[src/rtl/padd_pkg.sv]
// Shared definitions for the pipelined-adder scheduler.
//   PADD_W    operand/sum width
//   PADD_LAT  adder latency (input sampled -> sum valid)
//   PADD_IDW  requester ID width
//   padd_tag_t  in-flight tag {valid, id}
//   padd_op_t   registered adder operation {a, b, ci}
package padd_pkg;
    localparam int PADD_W   = 4;
    localparam int PADD_LAT = 4;
    localparam int PADD_IDW = 2;

    typedef struct packed {
        logic                valid;
        logic [PADD_IDW-1:0] id;
    } padd_tag_t;

    typedef struct packed {
        logic [PADD_W-1:0] a;
        logic [PADD_W-1:0] b;
        logic              ci;
    } padd_op_t;
endpackage

[src/rtl/padd_rr_arb.sv]
// NREQ-way arbiter: one-hot combinational grant among req, gated by en.
// Round-robin by default; the pointer moves to the winner whenever a grant
// is issued (a grant is only ever given to a valid request, so a grant is
// a handshake).
// Build option: PADD_SCHED_FIXED_PRI_EN -> fixed priority, lowest index wins,
// no pointer register.
// Ports:
//   clk, rstn   clock, synchronous active-low reset
//   en          grant enable
//   req         per-requester request
//   gnt         one-hot grant
//   gnt_idx     index of the granted requester
//   gnt_vld     a grant is issued this cycle
module padd_rr_arb #(
    parameter int NREQ = 4,
    parameter int IDW  = 2
) (
    input  logic            clk,
    input  logic            rstn,
    input  logic            en,
    input  logic [NREQ-1:0] req,
    output logic [NREQ-1:0] gnt,
    output logic [IDW-1:0]  gnt_idx,
    output logic            gnt_vld
);
    int idx;

`ifndef PADD_SCHED_FIXED_PRI_EN
    logic [IDW-1:0] ptr;

    // Reset to NREQ-1 so the first search starts at requester 0.
    always_ff @(posedge clk) begin
        if (!rstn)
            ptr <= IDW'(NREQ - 1);
        else if (gnt_vld)
            ptr <= gnt_idx;
    end
`endif

    always_comb begin
        gnt     = '0;
        gnt_idx = '0;
        gnt_vld = 1'b0;
        idx     = 0;
        if (en) begin
            for (int k = 1; k <= NREQ; k++) begin
`ifdef PADD_SCHED_FIXED_PRI_EN
                idx = k - 1;
`else
                idx = (int'(ptr) + k) % NREQ;
`endif
                if (!gnt_vld && req[idx]) begin
                    gnt_vld  = 1'b1;
                    gnt[idx] = 1'b1;
                    gnt_idx  = IDW'(idx);
                end
            end
        end
    end
endmodule

[src/rtl/padd_rr_sched.sv]
// Shares one pipelined adder among NREQ requesters. One operation accepted
// per cycle (valid/ready), registered onto the adder ports; a tag pipeline
// of LAT+1 stages follows each op so the adder result comes back tagged
// with its requester ID.
// Build option: PADD_SCHED_FIXED_PRI_EN selects fixed priority arbitration.
// Ports:
//   clk, rstn            clock, synchronous active-low reset
//   en                   issue enable (in-flight ops always drain)
//   req_valid/req_ready  per-requester handshake, ready is one-hot
//   req_a/req_b/req_ci   packed operands, requester i at [i*W +: W]
//   add_a/add_b/add_ci   registered adder operands (0 on bubbles)
//   add_s/add_co         adder result
//   rsp_valid/rsp_id     tagged result strobe
//   rsp_s/rsp_co         result data, 0 when rsp_valid is low
//   busy                 any op in flight
module padd_rr_sched
    import padd_pkg::*;
#(
    parameter int NREQ = 4,
    parameter int W    = PADD_W,
    parameter int LAT  = PADD_LAT,
    parameter int IDW  = PADD_IDW
) (
    input  logic              clk,
    input  logic              rstn,
    input  logic              en,
    input  logic [NREQ-1:0]   req_valid,
    input  logic [NREQ*W-1:0] req_a,
    input  logic [NREQ*W-1:0] req_b,
    input  logic [NREQ-1:0]   req_ci,
    output logic [NREQ-1:0]   req_ready,
    output logic [W-1:0]      add_a,
    output logic [W-1:0]      add_b,
    output logic              add_ci,
    input  logic [W-1:0]      add_s,
    input  logic              add_co,
    output logic              rsp_valid,
    output logic [IDW-1:0]    rsp_id,
    output logic [W-1:0]      rsp_s,
    output logic              rsp_co,
    output logic              busy
);
    logic           hs;
    logic [IDW-1:0] win;
    padd_op_t       op_q;
    padd_tag_t      tags [LAT+1];

    padd_rr_arb #(.NREQ(NREQ), .IDW(IDW)) u_arb (
        .clk     (clk),
        .rstn    (rstn),
        .en      (en),
        .req     (req_valid),
        .gnt     (req_ready),
        .gnt_idx (win),
        .gnt_vld (hs)
    );

    // Bubbles drive zero operands so the adder sees a defined input.
    always_ff @(posedge clk) begin
        if (!rstn)
            op_q <= '0;
        else if (hs)
            op_q <= '{a: req_a[win*W +: W], b: req_b[win*W +: W], ci: req_ci[win]};
        else
            op_q <= '0;
    end

    assign add_a  = op_q.a;
    assign add_b  = op_q.b;
    assign add_ci = op_q.ci;

    // Stage 0 aligns with the operand register; stage LAT lines up with
    // the adder output.
    always_ff @(posedge clk) begin
        if (!rstn) begin
            for (int i = 0; i <= LAT; i++)
                tags[i] <= '0;
        end else begin
            tags[0] <= '{valid: hs, id: win};
            for (int i = 1; i <= LAT; i++)
                tags[i] <= tags[i-1];
        end
    end

    assign rsp_valid = tags[LAT].valid;
    assign rsp_id    = tags[LAT].id;
    assign rsp_s     = rsp_valid ? add_s  : '0;
    assign rsp_co    = rsp_valid ? add_co : 1'b0;

    always_comb begin
        busy = 1'b0;
        for (int i = 0; i <= LAT; i++)
            busy = busy | tags[i].valid;
    end
endmodule

[config.mk]
export PLATFORM = sky130hd
export DESIGN_NAME = padd_rr_sched
export DESIGN_NICKNAME = d
export VERILOG_FILES = /design/src/rtl/padd_pkg.sv /design/src/rtl/padd_rr_arb.sv /design/src/rtl/padd_rr_sched.sv
export SDC_FILE = /design/constraint.sdc
export NUM_CORES = 1
export LEC_CHECK = 0
export BUFFER_PORTS_ARGS = -buffer_cell sky130_fd_sc_hd__buf_2
export CAP_MARGIN = 10
export CORE_MARGIN = 4
export CORE_UTILIZATION = 43
export DETAILED_ROUTE_END_ITERATION = 10
export GPL_TIMING_DRIVEN = 0
export PLACE_DENSITY = 0.76
export SLEW_MARGIN = 20
export SYNTH_ARGS = -nofsm -noshare
export SYNTH_HDL_FRONTEND = slang
export SYNTH_SLANG_ARGS = --single-unit
[constraint.sdc]
create_clock -name clk -period 2.83 [get_ports clk]
set_input_delay 0.283 -clock clk [delete_from_list [all_inputs] [get_ports clk]]
set_output_delay 0.283 -clock clk [all_outputs]
set_load 0.01 [all_outputs]
Word level (Yosys, flattened, before mapping)
Memories as Yosys holds them, arrays and structs flattened.
Cells that the tools add are included.

storage, ports and cells
  register bits after elaboration = 11
  memory bits (writable) = 15
  bits of input ports = 48
  output and inout bits = 22
  memories = 1

cells by class
  add/subtract/negate cells = 4
  $lt $le $gt $ge = 9
  shift operators = 2
  mux-type cells = 52
  bitwise operators = 16
  reductions and logical operators = 15

memories
  name  depth  bits a word  read ports  clocked after memory_dff  write ports  line                 RTL
  tags  5      3            5           0                         5            padd_rr_sched.sv:46  padd_tag_t tags [LAT+1];

operators by type and width
  kind                                                                                  count
  4-bit two-way mux                                                                     9
  16-bit by 5-bit variable part select with 4-bit output                                2
  1-bit two-way mux                                                                     24
  3-bit by 4-bit less-than comparator with 1-bit output (second input constant)         4
  3-bit two-way mux                                                                     5
  3-bit by 1-bit greater-or-equal comparator with 1-bit output (second input constant)  4
  4-bit OR                                                                              3
  1-bit binary-select mux with 2-bit select                                             5
  2-bit two-way mux                                                                     5
  1-bit OR                                                                              9
  1-bit demux with 2-bit select                                                         4
  2-bit OR reduction                                                                    4
  1-bit logical AND                                                                     7
  2-bit by 1-bit adder with 2-bit output (second input constant)                        2
  2-bit adder (second input constant)                                                   2
  1-bit AND (first input constant)                                                      4
  1-bit logical NOT                                                                     3
  2-bit by 3-bit less-than comparator with 1-bit output (second input constant)         1
  2-bit AND reduction                                                                   1

Logic depth before layout (Yosys ltp)
  word-level depth = 22
  gate-level depth with buffers = 13

Cells and area by module
From an unflattened synthesis, not the netlist that was laid out.

unflattened totals
  cell total of the unflattened synthesis = 146
  area total of the unflattened synthesis = 1482.7 um^2

by module, submodules not included
  module         instances  cells an instance  area an instance (um^2)  seq. area each (um^2)
  padd_rr_sched  1          80                 910.9                    480.5
  padd_rr_arb    1          66                 571.8                    40.0

Least setup slack after synthesis
No wires, ideal clock.

  path kind = register to register
  start = register u_arb.ptr[0]
  end = register op_q (netlist bit add_a[0])
  data arrival time = 2.802 ns
  required time = 2.709 ns
  slack = -0.092 ns
  cell stages (with the launch flop) = 12
  path buffers = 3
  path through = dfxtp_1 > buf_6 > inv_1 > ha_1 > buf_2 > mux4_2 > nor2b_2 > and2_4 > nor2_1 > a221o_1 > buf_6 > mux2_2

on the way
  longest elaborated chain between the ends = 19

RTL lines
  what                                                                                                  line                 RTL
  start: declaration                                                                                    padd_rr_arb.sv:29    logic [IDW-1:0] ptr;
  start signal: assignment                                                                              padd_rr_arb.sv:34    ptr <= IDW'(NREQ - 1);
  start signal: assignment                                                                              padd_rr_arb.sv:36    ptr <= gnt_idx;
  2-bit by 1-bit adder with 2-bit output                                                                padd_rr_arb.sv:50    idx = (int'(ptr) + k) % NREQ;
  1-bit binary-select mux with 2-bit select                                                             padd_rr_arb.sv:52    if (!gnt_vld && req[idx]) begin
  1-bit two-way mux (implied by the code) (2 in series)                                                 padd_rr_arb.sv:52
  1-bit two-way mux                                                                                     padd_rr_arb.sv:52
  1-bit two-way mux                                                                                     padd_rr_arb.sv:45    if (en) begin
  1-bit logical NOT                                                                                     padd_rr_arb.sv:52
  1-bit logical AND                                                                                     padd_rr_arb.sv:52
  1-bit two-way mux                                                                                     padd_rr_arb.sv:52
  [2 not listed]                                                                                        -
  1-bit logical AND                                                                                     padd_rr_arb.sv:52
  1-bit two-way mux                                                                                     padd_rr_arb.sv:52
  1-bit two-way mux                                                                                     padd_rr_arb.sv:45
  1-bit logical NOT                                                                                     padd_rr_arb.sv:52
  1-bit logical AND                                                                                     padd_rr_arb.sv:52
  2-bit two-way mux / 1-bit two-way mux (equally long branches)                                         padd_rr_arb.sv:52
  2-bit two-way mux / 1-bit two-way mux (equally long branches)                                         padd_rr_arb.sv:45
  16-bit by 5-bit variable part select with 4-bit output / 2-bit AND reduction (equally long branches)  -
  end signal: assignment                                                                                padd_rr_sched.sv:63  op_q <= '{a: req_a[win*W +: W], b: req_b[win*W +: W], ci: req_ci[win]};
  end: declaration                                                                                      padd_rr_sched.sv:45  padd_op_t op_q;

Several ways; a longest one is shown, not always the timed one. The select of a mux whose other input is x is not followed.
A chain may end at the register's enable or synchronous reset.

Worst setup path in the final report
  start = register u_arb.ptr[1]
  end = register op_q (netlist bit add_b[0])

Same word-level chain as after synthesis.

==> flow_metrics.py <==
metrics = {
    "timing": {
        "final.setup.tns_ps": 0,
        "period_minus_slack_ps": 2740,
        "whs_ps": 293,
        "finClkSkew_ps": 2.36,
        "fmax_ghz": 0.366,
        "rsz0062_at_grt": "yes",
        "relSlewSlack": 0.746,
        "hold_violations": 0,
        "final-max-slew-violation-count": 0,
        "min_period_over_period": 0.967,
        "tightest_slew_ps": 381,
        "setup_viol": 0,
        "fin_ws_ps": 94.2,
    },
    "setup_path": {
        "rr_startpoint": "u_arb.ptr[1]",
        "cp_max_fo": 10,
        "cp_data_required_time_ps": 2980,
        "crit_path_start_kind": "flip-flop",
        "regToRegSetupSlack_ps": 90,
        "arrival_ps": 2890,
        "crit_path_end_kind": "flip-flop",
        "reg2reg_depth": 10,
        "criticalPathCategory": "reg2reg",
        "r2r-end": "add_b[0]",
    },
    "yosys": {
        "ys_seq_elements": 26,
        "yosys-top-cells-count": "26 x dfxtp_1, 23 x nor2_1, 21 x and2_1",
        "synth_area_leaders": "dfxtp_1 32%, mux2i_1 12%, and2_1 8.1%, mux2_2 7.6%, ha_1 6.2%",
        "ys.flop_type": "dfxtp_1",
        "yosysSeqAreaShare": 0.320,
        "yosysWarnings": 0,
        "ys_types": 30,
        "synth_top_area_cell": "dfxtp_1",
        "synth_edf_count": 0,
        "syn_nets": 229,
        "synth_area_sq_um": 1620,
        "syn_area_per_cell_sq_um": 9.39,
        "syn_inst": 173,
        "yosysMostFrequentCell": "dfxtp_1",
        "async_flop_share": 0,
        "synth_top_area_frac": 0.320,
    },
    "power_and_ir_drop": {
        "vdd_drop_max_v": 0.000371,
        "power_mw": 1.01,
        "powerDensity_nw_per_um2": 470,
        "leakage_nw": 1.12,
    },
    "routing": {
        "drt-initial-drc-count": 52,
        "dr.pass1.iters": 4,
        "wl_per_cell_microns": 12.0,
        "vias": 1475,
        "drc": 0,
        "vias_per_cell": 4.97,
        "drt-total-wl_microns": 3570,
        "ant_nets": 0,
    },
    "grt": {
        "grt_util_all_layers": 0.143,
        "grt.overflow.total": 0,
        "antenna_found_initial": 0,
        "grt_max_degree": 15,
        "grt_pass1_vias": 1351,
        "grt_pass1_wl_microns": 5860,
    },
    "clock_tree": {
        "cts.reportedPaths.clkPinSlew_ps": 80,
        "cts_tree": "built",
        "cts_htree_levels": 1,
        "hold_buffers": 0,
        "cts.path.max_buffers": 2,
        "clkSinkCount": 26,
        "cts_buffers": 3,
        "clock_latency_ps": 260,
        "cts-root-buf": "clkbuf_8",
    },
    "floorplan": {
        "die_y_microns": 69.5,
        "io_pins": 70,
        "die_x_microns": 69.5,
        "core-area_sq_um": 3660,
        "die_area_sq_um": 4820,
        "start_util": 0.444,
        "rows": 22,
    },
    "final_layout": {
        "layout-drive-gt1-share": 0.458,
        "final_cells": 297,
        "nets": 307,
        "multi_input_area_sq_um": 1020,
        "ff_latch_area_sq_um": 528,
        "antenna_cells": 0,
        "area_delta_synth_final_pct": 32.8,
        "nFillCells": 318,
        "fin_util": 0.589,
        "fin_area_sq_um": 2160,
    },
    "placed_design": {
        "post-place-ws_ps": -236,
        "place.gp.congestion": 0.860,
        "place.detailed.hpwl_microns": 2690,
        "io_buffers": 68,
        "dp_cells": 289,
        "post_dp_cell_area_sq_um": 2030,
    },
    "outcome": {
        "status": "complete, no violations",
    },
    "job": {
        "max_cap_viol_count": 0,
    },
    "worst_hold_path": {
        "holdCritStartpoint": "rstn",
        "holdPathStages": 2,
        "hold_path.class": "in2reg",
        "holdPathEnd": "tags[0][4]",
    },
}
==> power breakdown <==
group          switching [mW]  internal (mW)  leakage [nW]
registers             0.00895          0.389         0.213
logic                   0.206          0.213         0.890
clock network           0.102         0.0950        0.0216
==> critical path: stages, from the launching register on <==
cell        delay (ps)
dfxtp_4            370
clkinvlp_4         140
ha_4               300
buf_8              100
mux4_2             540
nor2b_4            150
and2_4             190
nor2_1              50
a221o_1            350
buf_6              160
mux2_2             270
==> per-layer routing <==
metal | share of wire | track usage
met5 | 0 | 0
met4 | 0.0042 | 0.0130
met3 | 0.12 | 0.0609
met2 | 0.47 | 0.253
met1 | 0.41 | 0.167
==> layout by cell type, fill, tap and decap left out <==
master and instances:
a21oi_1 2, a221o_1 1, a22oi_1 6, a22oi_2 2
a311oi_1 1, a31oi_1 2, and2_1 21, and2_4 1
and3_1 1, buf_2 72, buf_4 9, buf_6 2
buf_8 1, clkbuf_1 2, clkbuf_8 3, clkinvlp_4 2
dfxtp_1 24, dfxtp_4 2, ha_1 7, ha_4 1
inv_1 4, inv_2 1, mux2_2 11, mux2i_1 20
mux4_2 4, nand2_1 5, nand2b_1 1, nor2_1 23
nor2_2 1, nor2_4 1, nor2b_4 1, nor3_1 2
o2111ai_1 1, o211ai_1 3, o21ai_0 4, o21ai_1 2
o22ai_1 1, o31ai_1 1, o41ai_1 1
==> logic make-up after synthesis <==
| family | share of synthesized area |
|---|---|
| simple gates | 0.178 |
| buf+inv | 0.0709 |
| flops | 0.320 |
| compound gates | 0.114 |
| mux | 0.255 |
| fa+ha+maj | 0.0616 |
==> flip-flops by register name, indices dropped and copies added (netlist names) <==
name,count
add_ci,1
add_b,4
tags,15
u_arb.ptr,2
add_a,4
==> worst max-delay path by stage <==
| stage | from | endpoint | slack [ps] |
|---|---|---|---|
| 2_1_floorplan | u_arb.ptr[0] | add_a[0] | 30 |
| 3_3_place_gp | u_arb.ptr[0] | add_b[0] | -230 |
| 3_5_place_dp | u_arb.ptr[0] | add_a[2] | -240 |
| 4_1_cts | u_arb.ptr[1] | add_b[0] | 20 |
| 5_1_grt | u_arb.ptr[1] | req_ready[3] | -30 |
| 6_report | u_arb.ptr[1] | add_b[0] | 90 |
==> area by class of cell <==
cell class                 count  area share
buffer                        12      0.0406
clock buffer                   3      0.0191
inverter                       7      0.0157
multi-input combinational    127       0.473
sequential                    26       0.245
tap                           48      0.0278
timing repair buffer          74       0.179
==> timing repair <==
| item | in CTS | in global routing |
|---|---|---|
| setup endpoints to repair | 15 | 13 |
| pin swaps | 0 | 3 |
| resized for setup | 5 | 10 |
| setup buffers | 2 | 4 |
Note: power is estimated with default switching activity, not from simulation.
